### config.mk
export PLATFORM = sky130hd
export DESIGN_NAME = pixel_to_ram
export DESIGN_NICKNAME = d
export VERILOG_FILES = /design/src/rtl/pixel_to_ram_pkg.sv /design/src/rtl/pixel_coord_counter.sv /design/src/rtl/pixel_to_ram.sv
export SDC_FILE = /design/constraint.sdc
export NUM_CORES = 1
export LEC_CHECK = 0
export BUFFER_PORTS_ARGS = -buffer_cell sky130_fd_sc_hd__buf_4
export CORE_UTILIZATION = 51
export CTS_CLUSTER_DIAMETER = 60
export DETAILED_ROUTE_END_ITERATION = 10
export PLACE_DENSITY = 0.76
export SETUP_SLACK_MARGIN = 0.15
export SYNTH_ARGS = -nofsm -noshare
export SYNTH_HDL_FRONTEND = slang
export SYNTH_SLANG_ARGS = --single-unit
### constraint.sdc
create_clock -name clk_i -period 4.37 [get_ports clk_i]
set_input_delay 0.437 -clock clk_i [delete_from_list [all_inputs] [get_ports clk_i]]
set_output_delay 0.437 -clock clk_i [all_outputs]
set_load 0.05 [all_outputs]
### src/rtl/pixel_to_ram_pkg.sv
// Shared definitions for the camera capture path and the LCD reader.
// Latency: n/a (types, constants and a packing helper only).
// Backpressure: n/a.
package pixel_to_ram_pkg;

    // Panel geometry. The LCD reader scans the same frame buffer, so it uses these too.
    localparam int H_ACTIVE_DEF = 480;
    localparam int V_ACTIVE_DEF = 272;

    // Frame-buffer geometry: 480*272 = 130560 words fit in 17 address bits.
    localparam int FB_ADDR_W = 17;
    localparam int PIX_W     = 16;

    localparam int R_W = 5;
    localparam int G_W = 6;
    localparam int B_W = 5;

    typedef enum logic [1:0] {
        ST_IDLE  = 2'd0,
        ST_WRITE = 2'd1,
        ST_DONE  = 2'd2
    } cap_state_t;

    // RGB565 word as stored in the frame buffer: blue in the MSBs, red in the LSBs.
    typedef struct packed {
        logic [B_W-1:0] b;
        logic [G_W-1:0] g;
        logic [R_W-1:0] r;
    } rgb565_t;

    function automatic logic [PIX_W-1:0] pack_rgb565(
        input logic [R_W-1:0] r,
        input logic [G_W-1:0] g,
        input logic [B_W-1:0] b
    );
        rgb565_t p;
        p.b = b;
        p.g = g;
        p.r = r;
        return p;
    endfunction

endpackage

### src/rtl/pixel_coord_counter.sv
// Tracks the (x, y) position of the next pixel of a frame and its linear frame-buffer address.
// Latency: address is combinational from the current position; the position updates on the step edge.
// Backpressure: none; the caller asserts i_step only for pixels it actually writes.
//
// Ports:
//   i_clk, i_rst   clock and synchronous active-high reset (position -> 0,0)
//   i_start        current pixel starts a frame: treat the position as (0,0)
//   i_step         current pixel is written: advance past it
//   i_eol          current pixel carries end-of-line
//   o_addr         y*H_ACTIVE + x of the current pixel
//   o_at_origin    stored position is (0,0), i.e. nothing written yet in this frame
//   o_last_pix     current pixel is the final pixel of the frame
//   o_line_err     eol and the last-column position disagree for the current pixel
module pixel_coord_counter
    import pixel_to_ram_pkg::*;
#(
    parameter int H_ACTIVE = H_ACTIVE_DEF,
    parameter int V_ACTIVE = V_ACTIVE_DEF,
    parameter int ADDR_W   = FB_ADDR_W
) (
    input  logic              i_clk,
    input  logic              i_rst,
    input  logic              i_start,
    input  logic              i_step,
    input  logic              i_eol,
    output logic [ADDR_W-1:0] o_addr,
    output logic              o_at_origin,
    output logic              o_last_pix,
    output logic              o_line_err
);

    localparam int X_W = (H_ACTIVE > 1) ? $clog2(H_ACTIVE) : 1;
    localparam int Y_W = (V_ACTIVE > 1) ? $clog2(V_ACTIVE) : 1;
    localparam logic [X_W-1:0] X_LAST = X_W'(H_ACTIVE - 1);
    localparam logic [Y_W-1:0] Y_LAST = Y_W'(V_ACTIVE - 1);

    logic [X_W-1:0] r_x;
    logic [Y_W-1:0] r_y;
    logic [X_W-1:0] w_cx;
    logic [Y_W-1:0] w_cy;
    logic [X_W-1:0] w_x_nxt;
    logic [Y_W-1:0] w_y_nxt;
    logic           w_last_col;
    logic           w_wrap;

    always_comb begin
        // A start-of-frame pixel always lands at (0,0), wherever the counters were.
        w_cx        = i_start ? '0 : r_x;
        w_cy        = i_start ? '0 : r_y;
        w_last_col  = (w_cx == X_LAST);
        w_wrap      = w_last_col || i_eol;
        o_at_origin = (r_x == '0) && (r_y == '0);
        o_last_pix  = w_last_col && (w_cy == Y_LAST);
        o_line_err  = i_eol != w_last_col;
        o_addr      = ADDR_W'(w_cy) * ADDR_W'(H_ACTIVE) + ADDR_W'(w_cx);

        w_x_nxt = w_wrap ? '0 : w_cx + X_W'(1);
        // An early eol on the last line folds back to line 0 so the address can
        // never run past the end of the buffer.
        if (!w_wrap) begin
            w_y_nxt = w_cy;
        end else if (w_cy == Y_LAST) begin
            w_y_nxt = '0;
        end else begin
            w_y_nxt = w_cy + Y_W'(1);
        end
    end

    always_ff @(posedge i_clk) begin
        if (i_rst) begin
            r_x <= '0;
            r_y <= '0;
        end else if (i_step) begin
            r_x <= w_x_nxt;
            r_y <= w_y_nxt;
        end
    end

endmodule

### src/rtl/pixel_to_ram.sv
// Captures a pixel stream (RGB565 with sof/eol markers) into a linear frame buffer.
// Latency: a pixel accepted at edge N is written (en/addr/data) during cycle N+1.
// Backpressure: ready is high except during reset and the single cycle after a frame completes.
//
// Ports:
//   clk_i, rst_i                 clock, synchronous active-high reset
//   en_i                         capture enable, looked at only on an accepted sof in IDLE
//   pix_valid_i / pix_ready_o    pixel handshake
//   pix_sof_i, pix_eol_i         frame / line markers
//   pix_r_i, pix_g_i, pix_b_i    5/6/5 colour fields
//   ram_wr_en_o/addr_o/data_o    frame-buffer write port
//   frame_done_o, frame_cnt_o    completion pulse and completed-frame counter
//   err_sof_o, err_line_o        sticky framing errors, cleared by err_clr_i
module pixel_to_ram
    import pixel_to_ram_pkg::*;
#(
    parameter int H_ACTIVE = H_ACTIVE_DEF,
    parameter int V_ACTIVE = V_ACTIVE_DEF,
    parameter int ADDR_W   = FB_ADDR_W
) (
    input  logic              clk_i,
    input  logic              rst_i,
    input  logic              en_i,
    input  logic              pix_valid_i,
    output logic              pix_ready_o,
    input  logic              pix_sof_i,
    input  logic              pix_eol_i,
    input  logic [R_W-1:0]    pix_r_i,
    input  logic [G_W-1:0]    pix_g_i,
    input  logic [B_W-1:0]    pix_b_i,
    output logic              ram_wr_en_o,
    output logic [ADDR_W-1:0] ram_wr_addr_o,
    output logic [PIX_W-1:0]  ram_wr_data_o,
    output logic              frame_done_o,
    output logic [7:0]        frame_cnt_o,
    output logic              err_sof_o,
    output logic              err_line_o,
    input  logic              err_clr_i
);

    cap_state_t        r_state;
    cap_state_t        w_state_nxt;

    logic              w_accept;
    logic              w_capture;
    logic              w_start;
    logic              w_sof_err;
    logic              w_line_err_set;
    logic              w_frame_end;

    logic [ADDR_W-1:0] w_addr;
    logic              w_at_origin;
    logic              w_last_pix;
    logic              w_line_err;

    pixel_coord_counter #(
        .H_ACTIVE (H_ACTIVE),
        .V_ACTIVE (V_ACTIVE),
        .ADDR_W   (ADDR_W)
    ) u_coord (
        .i_clk       (clk_i),
        .i_rst       (rst_i),
        .i_start     (w_start),
        .i_step      (w_capture),
        .i_eol       (pix_eol_i),
        .o_addr      (w_addr),
        .o_at_origin (w_at_origin),
        .o_last_pix  (w_last_pix),
        .o_line_err  (w_line_err)
    );

    // State register.
    always_ff @(posedge clk_i) begin
        if (rst_i) begin
            r_state <= ST_IDLE;
        end else begin
            r_state <= w_state_nxt;
        end
    end

    // Next-state logic.
    always_comb begin
        w_state_nxt = r_state;
        case (r_state)
            ST_IDLE: begin
                if (w_capture) begin
                    w_state_nxt = w_last_pix ? ST_DONE : ST_WRITE;
                end
            end
            ST_WRITE: begin
                if (w_frame_end) begin
                    w_state_nxt = ST_DONE;
                end
            end
            ST_DONE: begin
                w_state_nxt = ST_IDLE;
            end
            default: begin
                w_state_nxt = ST_IDLE;
            end
        endcase
    end

    // Output / control decode.
    always_comb begin
        // Ready drops combinationally with reset so nothing is taken while it is held.
        pix_ready_o = !rst_i && (r_state != ST_DONE);
        w_accept    = pix_valid_i && pix_ready_o;
        // In IDLE only an enabled sof begins a capture; in WRITE every accepted pixel
        // is written, and en_i is ignored so a frame in progress is never cut short.
        w_capture   = w_accept &&
                      (((r_state == ST_IDLE) && pix_sof_i && en_i) || (r_state == ST_WRITE));
        w_start     = w_capture && pix_sof_i;
        // A sof at the origin of a running frame is not an error: nothing was abandoned.
        w_sof_err      = w_start && (r_state == ST_WRITE) && !w_at_origin;
        w_line_err_set = w_capture && w_line_err;
        w_frame_end    = w_capture && w_last_pix;
    end

    // Registered write port, counters and sticky flags.
    always_ff @(posedge clk_i) begin
        if (rst_i) begin
            ram_wr_en_o   <= 1'b0;
            ram_wr_addr_o <= '0;
            ram_wr_data_o <= '0;
            frame_done_o  <= 1'b0;
            frame_cnt_o   <= 8'd0;
            err_sof_o     <= 1'b0;
            err_line_o    <= 1'b0;
        end else begin
            ram_wr_en_o  <= w_capture;
            frame_done_o <= w_frame_end;
            if (w_capture) begin
                ram_wr_addr_o <= w_addr;
                ram_wr_data_o <= pack_rgb565(pix_r_i, pix_g_i, pix_b_i);
            end
            if (w_frame_end) begin
                frame_cnt_o <= frame_cnt_o + 8'd1;
            end
            // A new error in the same cycle as a clear keeps the flag set.
            if (w_sof_err) begin
                err_sof_o <= 1'b1;
            end else if (err_clr_i) begin
                err_sof_o <= 1'b0;
            end
            if (w_line_err_set) begin
                err_line_o <= 1'b1;
            end else if (err_clr_i) begin
                err_line_o <= 1'b0;
            end
        end
    end

endmodule

# After elaboration in Yosys (flattened, before gate mapping)
# Index checks and enable logic that the tools add are counted.
# classes
n_eq_ne	7
reduce_logical	22
n_mul	1
addsub	4
muxes	12
# op_table
cell	count
2-to-1 mux 9 bit	5
adder 9 x 1 -> 9 bit, second input constant	2
== test 9 bit, second input constant	2
zero test 9 bit	2
adder 17 x 9 -> 17 bit	1
logical AND 1 bit	12
multiplier 9 x 4 -> 12 bit, second input constant	1
adder 8 x 1 -> 8 bit, second input constant	1
2-to-1 mux 2 bit	3
inequality test 2 bit, second input constant	2
one-hot mux 2 bit (2 select lines)	1
nonzero test 2 bit	2
2-to-1 mux 1 bit	3
== test 2 x 1 -> 1 bit, second input constant	1
zero test 1 bit	2
zero test 2 bit	1
logical OR 1 bit	2
inequality test 2 x 1 -> 1 bit, second input constant	1
AND reduction 2 bit	1
inequality test 1 bit	1
# totals
input_bits	23
regBits	65
elab_cells	56

# Depth between registers and ports, before layout
# Gate-level depths: netlist of run 1.
# logic_depth
ltp_word	12
depth_mapped	19
ltp_nobuf	15

# Hierarchy
# From an unflattened synthesis of run 1, not the netlist that was laid out.
# hier_totals
hier_cells	523
area_unflattened_um2	4187.8
# modules_own_cells
mod	cells_each	instances	area_per_inst_um2
pixel_coord_counter	299	1	2303.5
pixel_to_ram	224	1	1884.3

# Least setup slack after synthesis of run 1
# No wires, ideal clock.
# synth_path
kind	input-to-reg
from	input pix_sof_i
to	register ram_wr_addr_o[14]
n_path_buf	3
setup_ns	0.091
setup_slack_ns	-0.321
cell_stages	18
t_arrival_ns	4.600
path_cell_list	clkbuf_1 -> o21ai_0 -> or2_2 -> buf_2 -> buf_2 -> and2_1 -> ha_1 -> ha_1 -> xnor2_1 -> inv_1 -> fa_1 -> inv_1 -> ha_1 -> a21oi_1 -> a21o_1 -> or3_4 -> or3_1 -> a311oi_1
# synth_via
elab_chain_cells	8
# synth_lines
item	line	source
from (decl)	pixel_to_ram.sv:26	input logic pix_sof_i,
logical AND 1 bit (2 in a row)	pixel_to_ram.sv:112	(((r_state == ST_IDLE) && pix_sof_i && en_i) || (r_state == ST_WRITE));
logical OR 1 bit	pixel_to_ram.sv:112	
logical AND 1 bit	pixel_to_ram.sv:111	w_capture = w_accept &&
logical AND 1 bit	pixel_to_ram.sv:113	w_start = w_capture && pix_sof_i;
2-to-1 mux 9 bit	pixel_coord_counter.sv:49	w_cy = i_start ? '0 : r_y;
multiplier 9 x 4 -> 12 bit	pixel_coord_counter.sv:55	o_addr = ADDR_W'(w_cy) * ADDR_W'(H_ACTIVE) + ADDR_W'(w_cx);
adder 17 x 9 -> 17 bit	pixel_coord_counter.sv:55	
to (signal assigned)	pixel_to_ram.sv:134	ram_wr_addr_o <= w_addr;
to (decl)	pixel_to_ram.sv:32	output logic [ADDR_W-1:0] ram_wr_addr_o,
# Parallel ways exist; a longest one is shown, timed or not.
# A chain may end at the register's enable or synchronous reset.

# Worst setup path after layout of run 1
# layout_path
from	register r_state[1]
to	register ram_wr_addr_o[14]
# layout_via
elab_chain_cells	9
# layout_lines
item	line	source
from (decl)	pixel_to_ram.sv:41	cap_state_t r_state;
from (signal assigned)	pixel_to_ram.sv:77	r_state <= w_state_nxt;
zero test 2 bit	pixel_to_ram.sv:112	
logical AND 1 bit (2 in a row)	pixel_to_ram.sv:112	
logical OR 1 bit	pixel_to_ram.sv:112	
logical AND 1 bit *	pixel_to_ram.sv:111	
logical AND 1 bit	pixel_to_ram.sv:113	
2-to-1 mux 9 bit	pixel_coord_counter.sv:49	
multiplier 9 x 4 -> 12 bit	pixel_coord_counter.sv:55	
adder 17 x 9 -> 17 bit	pixel_coord_counter.sv:55	
# Every way passes the cells marked *; elsewhere a longest branch is shown, timed or not.

==> results of run 1 <==
[power by group through the flow]
stage | clock network, mW | logic [mW] | registers (mW)
2_1_floorplan | 0 | 0.0519 | 0.646
3_3_place_gp | 0 | 0.117 | 0.619
3_5_place_dp | 0 | 0.118 | 0.620
4_1_cts | 0.590 | 0.118 | 0.606
5_1_grt | 0.615 | 0.129 | 0.607
6_report | 0.581 | 0.120 | 0.606
[through the flow]
stage	instances	cell area [um^2]	util	power, mW
floorplan	519	4170	-	0.698
global placement	669	4740	0.613	0.736
detailed placement	669	4740	0.613	0.738
CTS	685	4960	0.642	1.31
global route	685	4990	0.646	1.35
finish	685	4990	0.646	1.31
[state kept, by name, summed over array words and instances (netlist names)]
name,count
r_state,2
ram_wr_addr_o,17
u_coord.r_y,9
frame_done_o,1
ram_wr_en_o,1
u_coord.r_x,9
ram_wr_data_o,16
frame_cnt_o,8
err_sof_o,1
err_line_o,1
[synthesized netlist by cell type (3+ instances only)]
library cell	instances
nor2_1	44
nand3_1	20
xor2_1	6
fa_1	10
o21ai_0	18
a22oi_1	3
a311oi_1	3
and3_1	4
xnor2_1	22
dfxtp_1	65
nor4_1	4
nand3b_1	4
nor2b_1	4
inv_1	37
nand2b_1	4
o211ai_1	3
a31oi_1	3
ha_1	26
and2_1	9
or4_1	3
nor3_1	6
a21o_1	7
a21oi_1	51
buf_2	7
nand2_1	79
a211oi_1	8
clkbuf_1	23
or3_1	4
[path summary, 6_finish.rpt]
path	from	end	cells after the start
min reg2reg	ram_wr_data_o[9]	ram_wr_data_o[9]	2
max	r_state[1]	ram_wr_addr_o[14]	15
max reg2reg	r_state[1]	ram_wr_addr_o[14]	15
min	pix_r_i[1]	ram_wr_data_o[1]	3
[critical path: cells and delay by family, from the launching register on]
family	cells	cell delay, ps
adder cells (fa/ha/maj)	4	1280
XOR/XNOR	1	120
AO/OA/AOI/OAI	2	480
buffers and inverters	2	120
AND/OR/NAND/NOR	6	1690
flip-flops	1	330
[routing by layer]
layer,part of all wire,track usage,vias to the layer above
met3,0.042,0.0360,9
met4,0.012,0.0714,0
li1,-,-,1900
met2,0.49,0.397,80
met5,0,0,-
met1,0.46,0.280,1709
[layout make-up]
class | instances | area, um^2
clock buffer | 10 | 138
timing repair buffer | 78 | 586
multi-input combinational | 386 | 2610
tap | 102 | 128
inverter | 38 | 148
fill | 665 | 2730
sequential | 65 | 1300
clock inverter | 6 | 88.8
[timing repair]
| action | 4_1_cts | 5_1_grt |
|---|---|---|
| hold buffers | 0 | 0 |
| endpoints found under the hold margin | 0 | 0 |
| setup endpoints to repair | 0 | 4 |
| resized for setup | 0 | 7 |
[logic make-up (layout without fill, tap and decap cells)]
| logic type | count (synthesis) | after routing |
|---|---|---|
| simple gates | 204 | 204 |
| compound gates | 116 | 116 |
| buf+inv | 68 | 132 |
| flops | 65 | 65 |
| fa+ha+maj | 36 | 36 |
| xor+xnor | 28 | 28 |
| mux | 2 | 2 |
==> summary.md, run 1 <==
| Metric | Value |
|---|---|
| Status | `finished, final reports clean` |
| Chip height | `between 90 and 100 um` |
| Final ANT Viol Nets | `0` |
| Synth top area cells | `dfxtp_1, ha_1, nand2_1` |
| Post-synthesis simple-gate area fraction | `0.243` |
| Critical Path Start Type | `flop` |
| Final hold slack | `337 ps` |
| DIE WIDTH | `91.6 um` |
| Largest net degree at the start of global routing | `between 60 and 70` |
| Clock Path Buffers | `2` |
| Synthesized area | `0.00409 mm^2` |
| Share of cells above drive strength 1 | `0.211` |
| Most used cell, CP | `ha_4` |
| Power Density | `~260 mW/mm^2` |
| Slew HR | `0.557` |
| Die area | `0.00838 mm^2` |
| Reg power frac | `0.464` |
| Max incr delay on CP | `roughly 500 ps` |
| Max IR drop VDD | `approximately 0.00014 V` |
| Leakage | `about 2.1 nW` |
| Initial antenna violation count | `0` |
| DRC Markers | `0` |
| Tmin final | `slightly above 4000 ps` |
| CTS tree | `yes` |
| Combinational family with the most area after synthesis | `simple AND/OR/NAND/NOR gates` |
| Max_cap viols | `0` |
| Initial core utilization | `0.529` |
| Clk sinks | `65` |
| Required @ worst endpoint | `approximately 4600 ps` |
| Num CTS Buffers | `9` |
| R2R setup slack | `270 ps` |
| Area leader, netlist | `dfxtp_1` |
| Synth Area in XOR/XNOR | `0.0599` |
| Setup violations, final | `0` |
| Max Slew Vio Count | `0` |
| IO buf count | `a little under 70` |
| FP Rows | `32` |
| Worst min path class | `in -> reg` |
| Core Area | `0.00773 mm^2` |
| # IOs | `69` |
| Compound-Gate Fraction of Synth Area | `0.180` |
| Sum Neg Setup Slack | `0 ps` |
| Worst path cell trace | `or3b_4 > or2_4 > and2_4 > ha_4 > ha_4 > xnor2_4 > inv_1 > fa_1 > inv_2 > ha_4 > nand3_1 > a21o_1 > or3_4 > or3_1 > a311oi_2` |
| Via/cell ratio | `5.40` |
| Int Pwr | `roughly 1 mW` |
| H-Tree Depth | `3` |
| Main synth FF type | `dfxtp_1` |
| Post-DR wirelength/cell | `13.2 um` |
| Worst path slowest cell | `fa_1` |
| Crit-path max FO | `11` |
| Number of synthesis warnings | `0` |
| Critical path arrival | `4350 ps` |
| Number of synthesized flops with an enable pin | `0` |
| Global-route wire length before repair | `~16,000 um` |
| Post-CTS Setup Repair Bufs | `0` |
| Clk_lat worst skew | `350 ps` |
| Fin crit share | `0.938` |
| Clock power share | `0.444` |
| Dpl hpwl | `~6400 um` |
| Area grow syn2layout | `22.1%` |
| First-pass DRT Iterations | `5` |
| Async SR Flop Fraction | `0` |
| RSZ-0062 raised after global routing | `false` |
| Fin. Hold Viols | `0` |
| Worst Max-Slew Pin Slew | `between 600 and 700 ps` |
| Yosys cell types | `between 60 and 70` |
| Vias in the first global route | `around 3.6k` |
| CTS root buf | `clkbuf_8` |
| Routed WL | `~9000 um` |
| Syn Nets | `578` |
| Commonest cells after routing, fill and taps aside | `nand2_1, buf_4, dfxtp_1` |
| Post-layout net count | `roughly 640` |
| Switching pwr | `between 0.3 and 0.4 mW` |
| Logic pwr share | `0.092` |
| Post-synthesis mux area share | `0.00489` |
| Synth Register Bits | `between 60 and 70` |
| Final Worst Setup Slack | `269 ps` |
| Clock Pin Slew Worst Setup and Hold Paths | `about 80 ps` |
| Post-synthesis sequential area ratio | `0.318` |
| Max Clock Skew | `around 8.9 ps` |
| Kind of critical path | `reg -> reg` |
| Detailed Route Iter0 Violations | `~160` |
| Tot GR Track Use | `0.225` |
| Vias | `about 3.7k` |
| Dpl ws | `between 20 and 30 ps` |
| Synth Area in Adders | `0.128` |
| Switching part of the total | `0.248` |
| Synth top area share | `0.318` |
| Post-synthesis instance total | `519` |
| Crit end category | `flop` |
| Grt ovf | `0` |
| Syn Area/Cell | `slightly below 8 um^2` |
| Diodes inserted | `0` |
| Routability Congestion | `approximately 0.87` |
| Highest clock rate | `around 240 MHz` |
No activity file was read; power rests on OpenSTA's default activity.
==> run 2, diff against run 1 <==
--- a/config.mk
+++ b/config.mk
@@ -6,9 +6,11 @@
 export NUM_CORES = 1
 export LEC_CHECK = 0
 export BUFFER_PORTS_ARGS = -buffer_cell sky130_fd_sc_hd__buf_4
+export CORE_ASPECT_RATIO = 1.1
 export CORE_UTILIZATION = 51
 export CTS_CLUSTER_DIAMETER = 60
 export DETAILED_ROUTE_END_ITERATION = 10
+export GPL_ROUTABILITY_DRIVEN = 0
 export PLACE_DENSITY = 0.76
 export SETUP_SLACK_MARGIN = 0.15
 export SYNTH_ARGS = -nofsm -noshare
==> summary.md, run 2 (synthesis gave the netlist of run 1 again) <==
| Metric | Value |
|---|---|
| Post-DR wirelength/cell | `12.9 um (was 13.2 um)` |
| Vias | `3,678 (was 3,698)` |
| Tmin final | `4040 ps (was 4100 ps)` |
| Via/cell ratio | `5.35 (was 5.40)` |
| Diodes inserted | `0 (unchanged)` |
| Kind of critical path | `reg -> reg (unchanged)` |
| Max IR drop VDD | `0.000144 V (was 0.000143 V)` |
| Required @ worst endpoint | `4620 ps (about the same)` |
| Fin. Hold Viols | `0 (unchanged)` |
| Initial core utilization | `0.539 (was 0.529)` |
| Hold buffers post-CTS | `0 (unchanged)` |
| Max Clock Skew | `2.86 ps (was 8.93 ps)` |
| First-pass DRT Iterations | `4 (was 5)` |
| Slew HR | `0.574 (was 0.557)` |
| Reg with most FFs | `ram_wr_addr_o (unchanged)` |
| DIE WIDTH | `87.4 um (was 91.6 um)` |
| Critical path arrival | `4290 ps (was 4350 ps)` |
| Routed WL | `8880 um (was 9010 um)` |
| Status | `finished, final reports clean (unchanged)` |
| Max_cap viols | `0 (unchanged)` |
| Sum Neg Setup Slack | `0 ps (unchanged)` |
| FP Rows | `33 (was 32)` |
| Grt ovf | `0 (unchanged)` |
| DRC Markers | `0 (unchanged)` |
| Core Area | `0.00760 mm^2 (was 0.00773 mm^2)` |
| Initial antenna violation count | `0 (unchanged)` |
| Die area | `0.00839 mm^2 (was 0.00838 mm^2)` |
| Fin crit share | `0.924 (was 0.938)` |
| Top flop regs | `ram_wr_addr_o: 17 flops, ram_wr_data_o: 16 flops (unchanged)` |
| Power Density | `249 mW/mm^2 (was 262 mW/mm^2)` |
| Post-CTS Setup Repair Bufs | `0 (unchanged)` |
| CTS root buf | `clkbuf_8 (unchanged)` |
| Commonest cells after routing, fill and taps aside | `buf_4, nand2_1, dfxtp_1 (was nand2_1, buf_4, dfxtp_1)` |
| # IOs | `69 (unchanged)` |
| Fin util | `0.652 (was 0.646)` |
| Dpl hpwl | `6550 um (was 6360 um)` |
| Clock Path Buffers | `2 (unchanged)` |
| CTS tree | `yes (unchanged)` |
| Highest clock rate | `248 MHz (was 244 MHz)` |
| Clk_lat worst skew | `340 ps (was 350 ps)` |
| Leakage | `2.08 nW (about the same)` |
| H-Tree Depth | `3 (unchanged)` |
| Area grow syn2layout | `21.1% (was 22.1%)` |
| Setup violations, final | `0 (unchanged)` |
| Critical Path Start Type | `flop (unchanged)` |
| Clk sinks | `65 (unchanged)` |
| Worst Max-Slew Pin Slew | `639 ps (was 664 ps)` |
| Commonest non-fill, non-tap cell in the layout | `buf_4` |
| Chip height | `95.9 um (was 91.6 um)` |
| Max Slew Vio Count | `0 (unchanged)` |
| Post-layout net count | `638 (was 637)` |
| Crit end category | `flop (unchanged)` |
| Crit-path max FO | `14 (was 11)` |
| Worst min path class | `in -> reg (unchanged)` |
| Vias in the first global route | `3,465 (was 3,551)` |
| Share of cells above drive strength 1 | `0.206 (was 0.211)` |
| Tot GR Track Use | `0.224 (was 0.225)` |
| Max reg flops | `17 (unchanged)` |
| RSZ-0062 raised after global routing | `true (was false)` |
| Detailed Route Iter0 Violations | `183 (was 158)` |
| IO buf count | `68 (unchanged)` |
| Clock Pin Slew Worst Setup and Hold Paths | `70 ps (was 80 ps)` |
| Largest net degree at the start of global routing | `65 (unchanged)` |
| Final ANT Viol Nets | `0 (unchanged)` |
| Num CTS Buffers | `9 (unchanged)` |
| Global-route wire length before repair | `15,000 um (was 15,600 um)` |
==> run 2: path summary, 6_finish.rpt <==
path	startpoint	end	slack, ps	cells past startpoint
min	pix_b_i[4]	ram_wr_data_o[15]	340	3
max reg2reg	r_state[1]	ram_wr_addr_o[14]	330	15
min reg2reg	ram_wr_addr_o[3]	ram_wr_addr_o[3]	450	2
max	r_state[1]	ram_wr_addr_o[14]	330	15
==> run 2: stage by stage <==
stage	hold WS, ps	cells	worst slack (ps)	cell area [um^2]	total power [mW]
after floorplan	462	519	66.1	4170	0.698
after global placement	441	673	159	4750	0.735
after detailed placement	447	673	75.3	4750	0.737
after CTS	332	688	300	4940	1.24
after global routing	340	688	146	4960	1.28
final	344	688	333	4960	1.23
==> run 2: layout make-up <==
cell class / instances / area (um^2)
inverters: 38 / 148
well taps: 105 / 131
repair buffers: 79 / 593
clock inverters: 3 / 40.0
clock buffers: 12 / 155
flip-flops and latches: 65 / 1300
multi-input cells: 386 / 2590
fillers: 685 / 2640
==> run 2: worst max-delay path, stage by stage (launching register included) <==
cell and delay [ps]:
dfxtp_1 310, or3b_1 410, or2_4 330, buf_4 180, and3_1 220, ha_4 300
xnor2_2 110, inv_1 70, fa_1 500, inv_2 50, ha_4 270, nand3_1 60
a21o_1 210, or3_4 380, or3_1 310, a311oi_1 230
==> run 2: power breakdown <==
group | internal (mW) | switching, mW
clock network | 0.290 | 0.222
logic | 0.0416 | 0.0750
registers | 0.601 | 0.00514
==> run 2: metal layers <==
layer  vias up  share of wire  track usage
met4         0          0.013       0.0792
met3        11          0.041       0.0395
met5         -              0            0
met1      1695           0.44        0.275
li1       1892              -            -
met2        80           0.51        0.393
==> run 2: timing repair <==
| action | CTS | global route |
|---|---|---|
| endpoints found under the hold margin | 0 | 0 |
| gates resized for setup | 0 | 4 |
| endpoints found under the setup margin | 0 | 4 |
